==> config.mk <==
export PLATFORM = sky130hd
export DESIGN_NAME = spi_flash_sequencer
export DESIGN_NICKNAME = d
export VERILOG_FILES = /design/src/rtl/spi_flash_sequencer.sv
export SDC_FILE = /design/constraint.sdc
export NUM_CORES = 1
export LEC_CHECK = 0
export CORE_ASPECT_RATIO = 1.4
export CORE_MARGIN = 2
export CORE_UTILIZATION = 51
export CTS_CLUSTER_SIZE = 40
export DETAILED_ROUTE_END_ITERATION = 6
export PLACE_DENSITY = 0.87
export SYNTH_ARGS = -nofsm -noshare
export SYNTH_HDL_FRONTEND = slang
export SYNTH_SLANG_ARGS = --single-unit
==> constraint.sdc <==
create_clock -name PCLK -period 6.1 [get_ports PCLK]
set_clock_uncertainty 0.1 [all_clocks]
set_input_delay 0.61 -clock PCLK [delete_from_list [all_inputs] [get_ports PCLK]]
set_output_delay 0.61 -clock PCLK [all_outputs]
set_load 0.005 [all_outputs]
==> src/rtl/spi_flash_sequencer.sv <==
// rtl/spi_flash_sequencer.sv - APB master sequencing SPI-flash READ (0x03) frames
// One byte in flight at a time: TXDATA write, then RXDATA polls until a byte arrives.
module spi_flash_sequencer #(
  parameter logic [7:0] CMD_READ   = 8'h03,
  parameter int         POLL_LIMIT = 1024
) (
  input  logic        PCLK,
  input  logic        PRESET,
  input  logic        ReqValid,
  output logic        ReqReady,
  input  logic [23:0] ReqAddr,
  input  logic [2:0]  ReqLen,
  input  logic [1:0]  ReqCsId,
  output logic        RspValid,
  input  logic        RspReady,
  output logic [63:0] RspData,
  output logic        RspErr,
  output logic        PSEL,
  output logic        PENABLE,
  output logic        PWRITE,
  output logic [7:0]  PADDR,
  output logic [31:0] PWDATA,
  input  logic [31:0] PRDATA,
  input  logic        PREADY
);

  localparam int               PollW    = $clog2(POLL_LIMIT + 1);
  localparam logic [PollW-1:0] PollMax  = PollW'(POLL_LIMIT);
  localparam logic [PollW-1:0] PollLast = PollW'(POLL_LIMIT - 1);

  localparam logic [7:0] AddrCsId   = 8'h10;
  localparam logic [7:0] AddrCsMode = 8'h18;
  localparam logic [7:0] AddrTxData = 8'h48;
  localparam logic [7:0] AddrRxData = 8'h4C;

  typedef enum logic [2:0] {
    IDLE,
    SETID,
    HOLD,
    TX,
    RX,
    REL,
    RESP
  } state_t;

  state_t           state;
  logic [23:0]      addr;
  logic [2:0]       len;
  logic [1:0]       csId;
  logic [3:0]       byteIdx;
  logic [PollW-1:0] pollCnt;

  logic [7:0]  txByte;
  logic [3:0]  lastIdx;
  logic [2:0]  rxSlot;
  logic        xferDone;
  logic        xActive;
  logic        xWrite;
  logic [7:0]  xAddr;
  logic [31:0] xWdata;
  logic        unusedPrdata;

  assign lastIdx      = {1'b0, len} + 4'd4;
  assign rxSlot       = 3'(byteIdx - 4'd4);
  assign xferDone     = PSEL & PENABLE & PREADY;
  assign unusedPrdata = ^PRDATA[30:8];

  always_comb begin
    case (byteIdx)
      4'd0:    txByte = CMD_READ;
      4'd1:    txByte = addr[23:16];
      4'd2:    txByte = addr[15:8];
      4'd3:    txByte = addr[7:0];
      default: txByte = 8'h00;
    endcase
  end

  // Transfer the current state wants on the bus; launched whenever PSEL is low.
  always_comb begin
    xActive = 1'b0;
    xWrite  = 1'b0;
    xAddr   = 8'h00;
    xWdata  = 32'h0;
    case (state)
      SETID: begin xActive = 1'b1; xWrite = 1'b1; xAddr = AddrCsId;   xWdata = {30'b0, csId}; end
      HOLD:  begin xActive = 1'b1; xWrite = 1'b1; xAddr = AddrCsMode; xWdata = 32'd2; end
      TX:    begin xActive = 1'b1; xWrite = 1'b1; xAddr = AddrTxData; xWdata = {24'b0, txByte}; end
      RX:    begin xActive = 1'b1; xWrite = 1'b0; xAddr = AddrRxData; xWdata = 32'h0; end
      REL:   begin xActive = 1'b1; xWrite = 1'b1; xAddr = AddrCsMode; xWdata = 32'h0; end
      default: ;
    endcase
  end

  always_ff @(posedge PCLK or posedge PRESET) begin
    if (PRESET) begin
      state    <= IDLE;
      ReqReady <= 1'b1;
      RspValid <= 1'b0;
      RspErr   <= 1'b0;
      RspData  <= 64'h0;
      PSEL     <= 1'b0;
      PENABLE  <= 1'b0;
      PWRITE   <= 1'b0;
      PADDR    <= 8'h00;
      PWDATA   <= 32'h0;
      addr     <= 24'h0;
      len      <= 3'd0;
      csId     <= 2'd0;
      byteIdx  <= 4'd0;
      pollCnt  <= '0;
    end else begin
      // The completion cycle drops PSEL, which guarantees an idle gap before the next SETUP.
      if (xActive && !PSEL) begin
        PSEL   <= 1'b1;
        PWRITE <= xWrite;
        PADDR  <= xAddr;
        PWDATA <= xWdata;
      end else if (PSEL && !PENABLE) begin
        PENABLE <= 1'b1;
      end else if (xferDone) begin
        PSEL    <= 1'b0;
        PENABLE <= 1'b0;
      end

      case (state)
        IDLE: begin
          if (ReqValid) begin
            addr     <= ReqAddr;
            len      <= ReqLen;
            csId     <= ReqCsId;
            byteIdx  <= 4'd0;
            ReqReady <= 1'b0;
            state    <= SETID;
          end
        end
        SETID: if (xferDone) state <= HOLD;
        HOLD:  if (xferDone) state <= TX;
        TX: begin
          if (xferDone) begin
            pollCnt <= '0;
            state   <= RX;
          end
        end
        RX: begin
          if (xferDone) begin
            if (PRDATA[31]) begin
              if (pollCnt != PollMax) pollCnt <= pollCnt + 1'b1;
              if (pollCnt >= PollLast) begin
                RspErr <= 1'b1;
                state  <= REL;
              end
            end else begin
              // Header-phase bytes are drained but not kept, keeping the RX FIFO aligned.
              if (byteIdx >= 4'd4) RspData[{rxSlot, 3'b000} +: 8] <= PRDATA[7:0];
              if (byteIdx == lastIdx) begin
                state <= REL;
              end else begin
                byteIdx <= byteIdx + 4'd1;
                state   <= TX;
              end
            end
          end
        end
        REL: begin
          if (xferDone) begin
            RspValid <= 1'b1;
            state    <= RESP;
          end
        end
        RESP: begin
          if (RspReady) begin
            RspValid <= 1'b0;
            RspData  <= 64'h0;
            RspErr   <= 1'b0;
            ReqReady <= 1'b1;
            state    <= IDLE;
          end
        end
        default: state <= IDLE;
      endcase
    end
  end

endmodule

==> results.py, run 1 <==
metrics = {
    "cts": {
        "insertion_delay_ns": 0.42,
        "cts_tree": "built",
        "h-tree-depth": 4,
        "post_cts_buffers": 0,
        "cts_num_sinks": 129,
        "clockRootBuffer": "clkbuf_16",
        "cts_hold_buf": 0,
        "numCtsBuffers": 17,
        "post_cts_resized": 0,
        "clock_path_buffers": 2,
        "clk_pin_slew_ns": 0.06,
    },
    "route": {
        "vias": 4604,
        "dr.first_iter.drc_count": 319,
        "routed_wl_um": 14600,
        "wl_per_cell_um": 18.4,
        "post_drt_via_cell_ratio": 5.78,
        "drt_pass1_iterations": 7,
        "drc": 2,
        "antenna_left": 0,
    },
    "final_layout": {
        "fill_cells": 822,
        "final_util": 0.683,
        "nNetsFinal": 715,
        "multiInputGateArea_sq_um": 2350,
        "drive_above_1_share": 0.113,
        "design_area_sq_um": 7670,
        "antenna_cells": 0,
        "regArea_sq_um": 3230,
        "area_growth_pct": 31.6,
    },
    "critical_path": {
        "crit_type": "reg2reg",
        "critPathRequiredTime_ns": 6.29,
        "cp-end-kind": "register",
        "regToRegEndpoint": "RspData[20]$_DFFE_PP0P_",
        "r2r.worst_path.cells": 8,
        "r2r-start": "byteIdx[0]$_DFFE_PP0P_",
        "regToRegSetupSlack_ns": 3.11,
        "path_max_fanout": 9,
        "cp_data_arrival_time_ns": 3.18,
        "cp-start-kind": "register",
    },
    "synth": {
        "synth_seq_cells": 129,
        "ys_top_cells_by_count": "128 x dfrtp_1, 56 x o2bb2ai_1, 52 x nand2_1, 29 x buf_4, 29 x mux2_2",
        "async_flop_share": 1.00,
        "synth_top_cell_area_share": 0.550,
        "synth_top_area_cell": "dfrtp_1",
        "ys_types": 51,
        "ys.flop_type": "dfrtp_1",
        "synth_edf_count": 0,
        "synthTopCellsByArea": "dfrtp_1 55%, o2bb2ai_1 8.4%, mux2_2 5.6%, buf_4 3.7%, nand2_1 3.4%",
        "netlist_area_sq_um": 5830,
        "syn_avg_cell_area_sq_um": 11.4,
        "yosysMostFrequentCell": "dfrtp_1",
        "synthCells": 512,
        "yosys_warnings": 0,
        "ys_seq_area_frac": 0.554,
    },
    "floorplanning": {
        "die_h_um": 130,
        "io_pins": 176,
        "dieWidth_um": 94.3,
        "core-area_sq_um": 11200,
        "die_area_sq_um": 12300,
        "placementRows": 46,
        "initial_core_util": 0.519,
    },
    "power": {
        "p_leak_nw": 3.20,
        "p_per_area_nw_per_um2": 393,
        "vdd_drop_max_mv": 0.260,
    },
    "min_path": {
        "holdPathStages": 2,
        "worstHoldEndpoint": "ReqReady$_DFFE_PP1P_",
        "hp-start": "ReqReady$_DFFE_PP1P_",
        "min_path_type": "reg2reg",
    },
    "sta": {
        "fmax_mhz": 334,
        "period_needed_ns": 2.99,
        "setup_tns_ns": 0,
        "grt_setup_unrepaired": "no",
        "period_share": 0.490,
        "worstMarginPinSlew_ns": 0.819,
        "finalMaxSlewViolations": 0,
        "slew-limit-headroom": 0.453,
        "final_hold_viol_count": 0,
        "setup_violations": 0,
    },
    "grt": {
        "track_usage": 0.248,
        "grt_pass1_vias": 4708,
        "grt_max_degree": 66,
        "grt_pass1_wl_um": 23300,
        "antenna_found_initial": 0,
        "gr-total-overflow": 0,
    },
    "outcome": {
        "status": "finished with violations",
        "violations": "DRC",
    },
    "place": {
        "place_area_sq_um": 7100,
        "dp_hpwl_um": 10200,
        "place_congestion": 0.799,
        "io_buffers": 124,
    },
    "run": {
        "maxCapViolCount": 0,
    },
}
logic make-up after synthesis:
| kind of cell | share of synthesized area |
|---|---|
| and+or+nand+nor | 0.118 |
| DFF | 0.554 |
| AOI/OAI and AO/OA | 0.161 |
| buffers and inverters | 0.0604 |
| muxes | 0.0715 |
| xor gates and xnor gates | 0.0150 |
| adders and majority gates | 0.0193 |
| other | 0.000644 |
worst max path at each step:
stage	start	slack, ns	cells past startpoint	endpoint
5_1_grt	byteIdx[0]$_DFFE_PP0P_	2.80	8	RspData[48]$_DFFE_PP0P_
6_report	byteIdx[0]$_DFFE_PP0P_	3.11	8	RspData[20]$_DFFE_PP0P_
3_3_place_gp	PREADY	2.99	6	RspData[36]$_DFFE_PP0P_
3_5_place_dp	PREADY	2.93	6	RspData[36]$_DFFE_PP0P_
4_1_cts	byteIdx[0]$_DFFE_PP0P_	3.13	8	RspData[20]$_DFFE_PP0P_
2_1_floorplan	PRESET	1.95	1	PADDR[2]$_DFFE_PP0P_
report_power, final:
part           switching, mW  internal [mW]
logic                  0.439          0.409
clock network          0.427          0.539
registers              0.160           1.04
total                   1.03           1.99
layout make-up:
type,instances,area share
Sequential cell,129,0.421
Tap cell,144,0.0235
Inverter,18,0.00914
Multi-Input combinational cell,346,0.307
Timing Repair Buffer,128,0.166
Clock inverter,15,0.0181
Clock buffer,17,0.0555
stage by stage:
step | hold WS [ns] | std cells | power (mW) | worst slack (ns)
final | 0.377 | 797 | 3.01 | 3.11
after global routing | 0.385 | 797 | 3.18 | 2.80
after CTS | 0.376 | 797 | 3.02 | 3.13
after detailed placement | 0.366 | 765 | 2.04 | 2.93
after global placement | 0.357 | 765 | 1.99 | 2.99
after floorplan | 0.354 | 539 | 1.74 | 1.95
placed cells by master (no fill, tap or decap), types with 11 or more instances in the layout:
| cell type | Yosys | final |
|---|---|---|
| conb_1 | 1 | 28 |
| nand2_1 | 52 | 52 |
| o21ai_0 | 27 | 27 |
| nand3_1 | 11 | 11 |
| inv_1 | 17 | 16 |
| clkbuf_16 | 0 | 17 |
| dfrtp_1 | 128 | 128 |
| mux2_2 | 29 | 29 |
| nor2_1 | 27 | 27 |
| o2bb2ai_1 | 56 | 56 |
| clkdlybuf4s50_1 | 0 | 124 |
flip-flops by register name, summed over array words and instances, names as in the netlist, 2 cells and up:
signal	cells
PADDR	4
PWDATA	8
RspData	64
addr	24
byteIdx	4
csId	2
len	3
pollCnt	11
state	3
per-layer routing:
layer / up-vias / GRT usage / part of all wire
met5: - / 0 / 0
li1: 2088 / - / -
met4: 0 / 0.113 / 0.028
met3: 36 / 0.0803 / 0.077
met1: 2257 / 0.282 / 0.37
met2: 223 / 0.425 / 0.52
worst max-delay path, cell delays in order (launching register included):
cell       delay (ns)
dfrtp_1          0.51
clkinv_1         0.27
ha_1             0.33
ha_1             0.35
nor2b_1          0.24
nand4_1          0.36
o21ai_0          0.27
nand2_1          0.21
o2bb2ai_1        0.22
No activity file was read; power rests on OpenSTA's default activity.
==> run 2: changes to the inputs <==
Settings changed: CORE_UTILIZATION 51 to 47, PLACE_DENSITY 0.87 to 0.81.
Clock period 6.1 ns to 2.8 ns, I/O delays scaled along.
==> results.py, run 2 (same netlist as run 1, synthesis figures left out) <==
metrics = {
    "final_layout": {
        "final_cells": 818,
        "reg_top3": "RspData (64), addr (24), pollCnt (11)",
        "largest_register": "RspData",
        "drive_above_1_share": 0.133,
        "fill_cells": 939,
        "antenna_cells": 0,
        "largest_reg_flops": 64,
        "layout_commonest_cell": "dfrtp_1",
        "area_growth_pct": 34.0,
        "final_cell_mix": "128 x dfrtp_1, 124 x clkdlybuf4s50_1, 56 x o2bb2ai_1",
        "nNetsFinal": 730,
    },
    "cts": {
        "clk_pin_slew_ns": 0.06,
        "cts_num_sinks": 129,
        "clockRootBuffer": "clkbuf_16",
        "insertion_delay_ns": 0.42,
        "post_cts_buffers": 0,
        "numCtsBuffers": 17,
        "h-tree-depth": 4,
        "cts_hold_buf": 0,
        "clock_path_buffers": 2,
        "post_cts_resized": 0,
        "cts_tree": "built",
    },
    "critical_path": {
        "cp-start-kind": "register",
        "critPathRequiredTime_ns": 3.04,
        "cp-end-kind": "register",
        "path_max_fanout": 8,
        "crit_type": "reg2reg",
        "cp_data_arrival_time_ns": 2.87,
    },
    "route": {
        "wl_per_cell_um": 18.1,
        "vias": 4677,
        "antenna_left": 0,
        "post_drt_via_cell_ratio": 5.72,
        "dr.first_iter.drc_count": 238,
        "drc": 0,
        "drt_pass1_iterations": 5,
        "routed_wl_um": 14800,
    },
    "sta": {
        "setup_tns_ns": 0,
        "worstMarginPinSlew_ns": 0.739,
        "period_needed_ns": 2.63,
        "final_hold_viol_count": 0,
        "hold_slack_ns": 0.240,
        "setup_violations": 0,
        "grt_setup_unrepaired": "no",
        "fmax_mhz": 380,
        "slew-limit-headroom": 0.508,
        "period_share": 0.939,
        "finalMaxSlewViolations": 0,
    },
    "place": {
        "place_congestion": 0.876,
        "io_buffers": 124,
        "dp_hpwl_um": 10500,
        "place_inst": 786,
    },
    "grt": {
        "grt_pass1_wl_um": 24300,
        "track_usage": 0.231,
        "antenna_found_initial": 0,
        "grt_pass1_vias": 4692,
        "gr-total-overflow": 0,
        "grt_max_degree": 130,
    },
    "floorplanning": {
        "die_h_um": 136,
        "die_area_sq_um": 13300,
        "initial_core_util": 0.478,
        "placementRows": 48,
        "core-area_sq_um": 12200,
        "io_pins": 176,
        "dieWidth_um": 98.1,
    },
    "run": {
        "maxCapViolCount": 0,
    },
    "min_path": {
        "min_path_type": "in2async",
    },
    "power": {
        "vdd_drop_max_mv": 0.513,
        "p_leak_nw": 3.28,
        "p_per_area_nw_per_um2": 850,
    },
    "outcome": {
        "status": "finished clean",
    },
}
-- run 2: final timing paths --
path	start	endpoint	slack (ns)	cells past startpoint
min	PRESET	pollCnt[2]$_DFFE_PP0P_	0.24	3
max in group asynchronous	PRESET	pollCnt[9]$_DFFE_PP0P_	1.76	3
max	byteIdx[1]$_DFFE_PP0P_	RspData[39]$_DFFE_PP0P_	0.17	7
min in group PCLK	ReqAddr[21]	addr[21]$_DFFE_PP0P_	0.37	2
min reg2reg	ReqReady$_DFFE_PP1P_	ReqReady$_DFFE_PP1P_	0.37	2
max reg2reg	byteIdx[1]$_DFFE_PP0P_	RspData[39]$_DFFE_PP0P_	0.17	7
-- run 2: critical path, stage by stage (launching register included) --
cell and delay [ns]:
dfrtp_1 0.47, inv_1 0.13, ha_1 0.26, ha_1 0.35
nand2b_1 0.09, or4_4 0.53, a21oi_4 0.38, mux2i_1 0.24
-- run 2: per-layer routing --
layer | track usage | vias up | part of all wire | wire length [um]
li1 | - | 2119 | - | -
met1 | 0.274 | 2328 | 0.39 | 5750
met2 | 0.403 | 208 | 0.52 | 7740
met3 | 0.0619 | 22 | 0.071 | 1050
met4 | 0.0864 | 0 | 0.017 | 253
met5 | 0 | - | 0 | 0
-- run 2: power by group --
part           internal [mW]  total [mW]  switching (mW)
logic                  0.959        1.97            1.01
registers               2.26        2.55           0.289
clock network           1.18        2.12           0.940
-- run 2: layout make-up --
cell class                      instances  area [sq um]  share of cell area
Sequential cell                       129          3230               0.414
Multi-Input combinational cell        346          2350               0.301
Timing Repair Buffer                  143          1400               0.179
Clock buffer                           17           425              0.0545
Tap cell                              150           188              0.0240
Clock inverter                         15           145              0.0186
Inverter                               18          71.3             0.00913
-- run 2: per-stage QoR --
stage | utilization | instance area [sq um] | power, mW | worst slack (ns)
finish | 0.640 | 7810 | 6.64 | 0.170
global route | 0.640 | 7810 | 7.01 | 0.0311
CTS | 0.640 | 7810 | 6.66 | 0.172
detailed placement | 0.594 | 7240 | 4.55 | 0.0999
global placement | 0.594 | 7240 | 4.43 | 0.178
floorplan | - | 5930 | 3.79 | 0.0771
==> run 3: changes to the inputs <==
Settings changed: ABC_CLOCK_PERIOD_IN_PS set to 2800, REMOVE_ABC_BUFFERS set to 1.
==> results.py, run 3 (same netlist as run 1, synthesis figures left out) <==
metrics = {
    "outcome": {
        "status": "finished clean",
    },
    "critical_path": {
        "crit_family": "adder cells",
        "path_cells": "inv_1 > ha_1 > ha_1 > nand2b_1 > or4_4 > a21oi_4 > mux2i_1",
        "cp-start-kind": "register",
        "path_max_fanout": 8,
        "critPathRequiredTime_ns": 3.02,
        "r2r.worst_path.cells": 7,
        "cp_data_arrival_time_ns": 2.88,
        "crit_type": "reg2reg",
        "crit_slowest_cell": "or4_4",
        "regToRegEndpoint": "RspData[36]$_DFFE_PP0P_",
        "r2r-start": "byteIdx[1]$_DFFE_PP0P_",
        "slowest_delay_ns": 0.53,
        "cp-end-kind": "register",
        "crit_path_frequent_cell": "ha_1",
        "regToRegSetupSlack_ns": 0.14,
        "cp_num_buf_inv": 1,
    },
    "floorplanning": {
        "dieWidth_um": 98.1,
        "core-area_sq_um": 12200,
        "die_h_um": 136,
        "die_area_sq_um": 13300,
        "placementRows": 48,
        "io_pins": 176,
        "initial_core_util": 0.478,
    },
    "final_layout": {
        "reg_top3": "RspData (64), addr (24), pollCnt (11)",
        "fill_cells": 922,
        "layout_commonest_cell": "dfrtp_1",
        "drive_above_1_share": 0.137,
        "final_cells": 820,
        "nNetsFinal": 732,
        "largest_reg_flops": 64,
        "largest_register": "RspData",
        "antenna_cells": 0,
        "area_growth_pct": 34.9,
        "final_cell_mix": "128 x dfrtp_1, 124 x clkdlybuf4s50_1, 56 x o2bb2ai_1",
    },
    "cts": {
        "clock_path_buffers": 2,
        "clk_pin_slew_ns": 0.06,
        "cts_num_sinks": 129,
        "numCtsBuffers": 17,
        "clockRootBuffer": "clkbuf_16",
        "h-tree-depth": 4,
        "insertion_delay_ns": 0.41,
        "cts_tree": "built",
    },
    "route": {
        "antenna_left": 0,
        "drt_pass1_iterations": 6,
        "wl_per_cell_um": 18.8,
        "vias": 4661,
        "post_drt_via_cell_ratio": 5.68,
        "dr.first_iter.drc_count": 272,
        "routed_wl_um": 15400,
        "drc": 0,
    },
    "power": {
        "combinationalPowerShare": 0.296,
        "pwr-share-clk": 0.328,
        "seq_power_share": 0.376,
        "p_int_mw": 4.58,
        "p_per_area_nw_per_um2": 869,
        "p_leak_nw": 3.31,
        "netSwitchingFraction": 0.330,
        "vdd_drop_max_mv": 0.583,
        "switching_power_mw": 2.25,
    },
    "sta": {
        "finalMaxSlewViolations": 0,
        "period_share": 0.950,
        "fmax_mhz": 376,
        "slew-limit-headroom": 0.542,
        "worstMarginPinSlew_ns": 0.687,
        "final_hold_viol_count": 0,
        "hold_slack_ns": 0.296,
        "grt_setup_unrepaired": "no",
        "setup_violations": 0,
        "period_needed_ns": 2.66,
        "setup_tns_ns": 0,
    },
    "grt": {
        "gr-total-overflow": 0,
        "antenna_found_initial": 0,
        "grt_max_degree": 130,
        "grt_pass1_vias": 4789,
        "grt_pass1_wl_um": 24900,
        "track_usage": 0.235,
    },
    "place": {
        "place_congestion": 0.829,
        "dp_hpwl_um": 10800,
        "io_buffers": 124,
        "place_inst": 788,
    },
    "run": {
        "maxCapViolCount": 0,
    },
    "min_path": {
        "min_path_type": "in2async",
    },
}
==> run 3: area by class of cell <==
class                   instances  area, sq um  share of cell area
flip-flops and latches        129         3230               0.411
clock buffers                  17          425              0.0541
multi-input cells             346         2360               0.300
well taps                     150          188              0.0239
clock inverters                15          176              0.0225
inverters                      18         70.1             0.00892
repair buffers                145         1410               0.180
==> run 3: power by group through the flow <==
stage	sequential (mW)	combinational (mW)	clock, mW
6_report	2.57	2.02	2.24
5_1_grt	2.61	2.22	2.34
3_5_place_dp	2.60	2.01	0
2_1_floorplan	2.55	1.18	0
4_1_cts	2.57	2.02	2.26
3_3_place_gp	2.57	1.91	0
==> run 3: worst max-delay path by stage <==
stage / from / end / slack, ns / cells past startpoint
2_1_floorplan: state[2]$_DFFE_PP0P_ / addr[0]$_DFFE_PP0P_ / -1.60 / 2
3_3_place_gp: PREADY / RspData[33]$_DFFE_PP0P_ / 0.19 / 6
4_1_cts: byteIdx[1]$_DFFE_PP0P_ / RspData[32]$_DFFE_PP0P_ / 0.14 / 7
6_report: byteIdx[1]$_DFFE_PP0P_ / RspData[36]$_DFFE_PP0P_ / 0.14 / 7
3_5_place_dp: PREADY / RspData[32]$_DFFE_PP0P_ / 0.11 / 6
5_1_grt: byteIdx[1]$_DFFE_PP0P_ / RspData[36]$_DFFE_PP0P_ / 0.03 / 7
==> run 3: per-layer routing <==
layer  routed length, um  global-route usage
met4                 296              0.0895
met2                8200               0.419
met3                 793              0.0397
met1                6100               0.285
met5                   0                   0
==> run 3: repair_timing <==
item / 4_1_cts / 5_1_grt
resized for setup: 0 / 1
hold buffers: 0 / 0
endpoints found under the hold margin: 0 / 0
buffers inserted: 0 / 0
setup endpoints to repair: 0 / 8
==> run 3: metrics by stage <==
step	power, mW	worst slack [ns]	area [sq um]	util
floorplan	3.73	-1.60	5640	-
global placement	4.48	0.195	7250	0.595
detailed placement	4.60	0.110	7250	0.595
CTS	6.85	0.140	7850	0.644
global route	7.18	0.0343	7860	0.644
finish	6.83	0.139	7860	0.644
==> run 3: tightest hold or removal path, delay by kind of cell <==
kind / cells / cell delay (ns)
buffers and inverters: 3 / 1.00
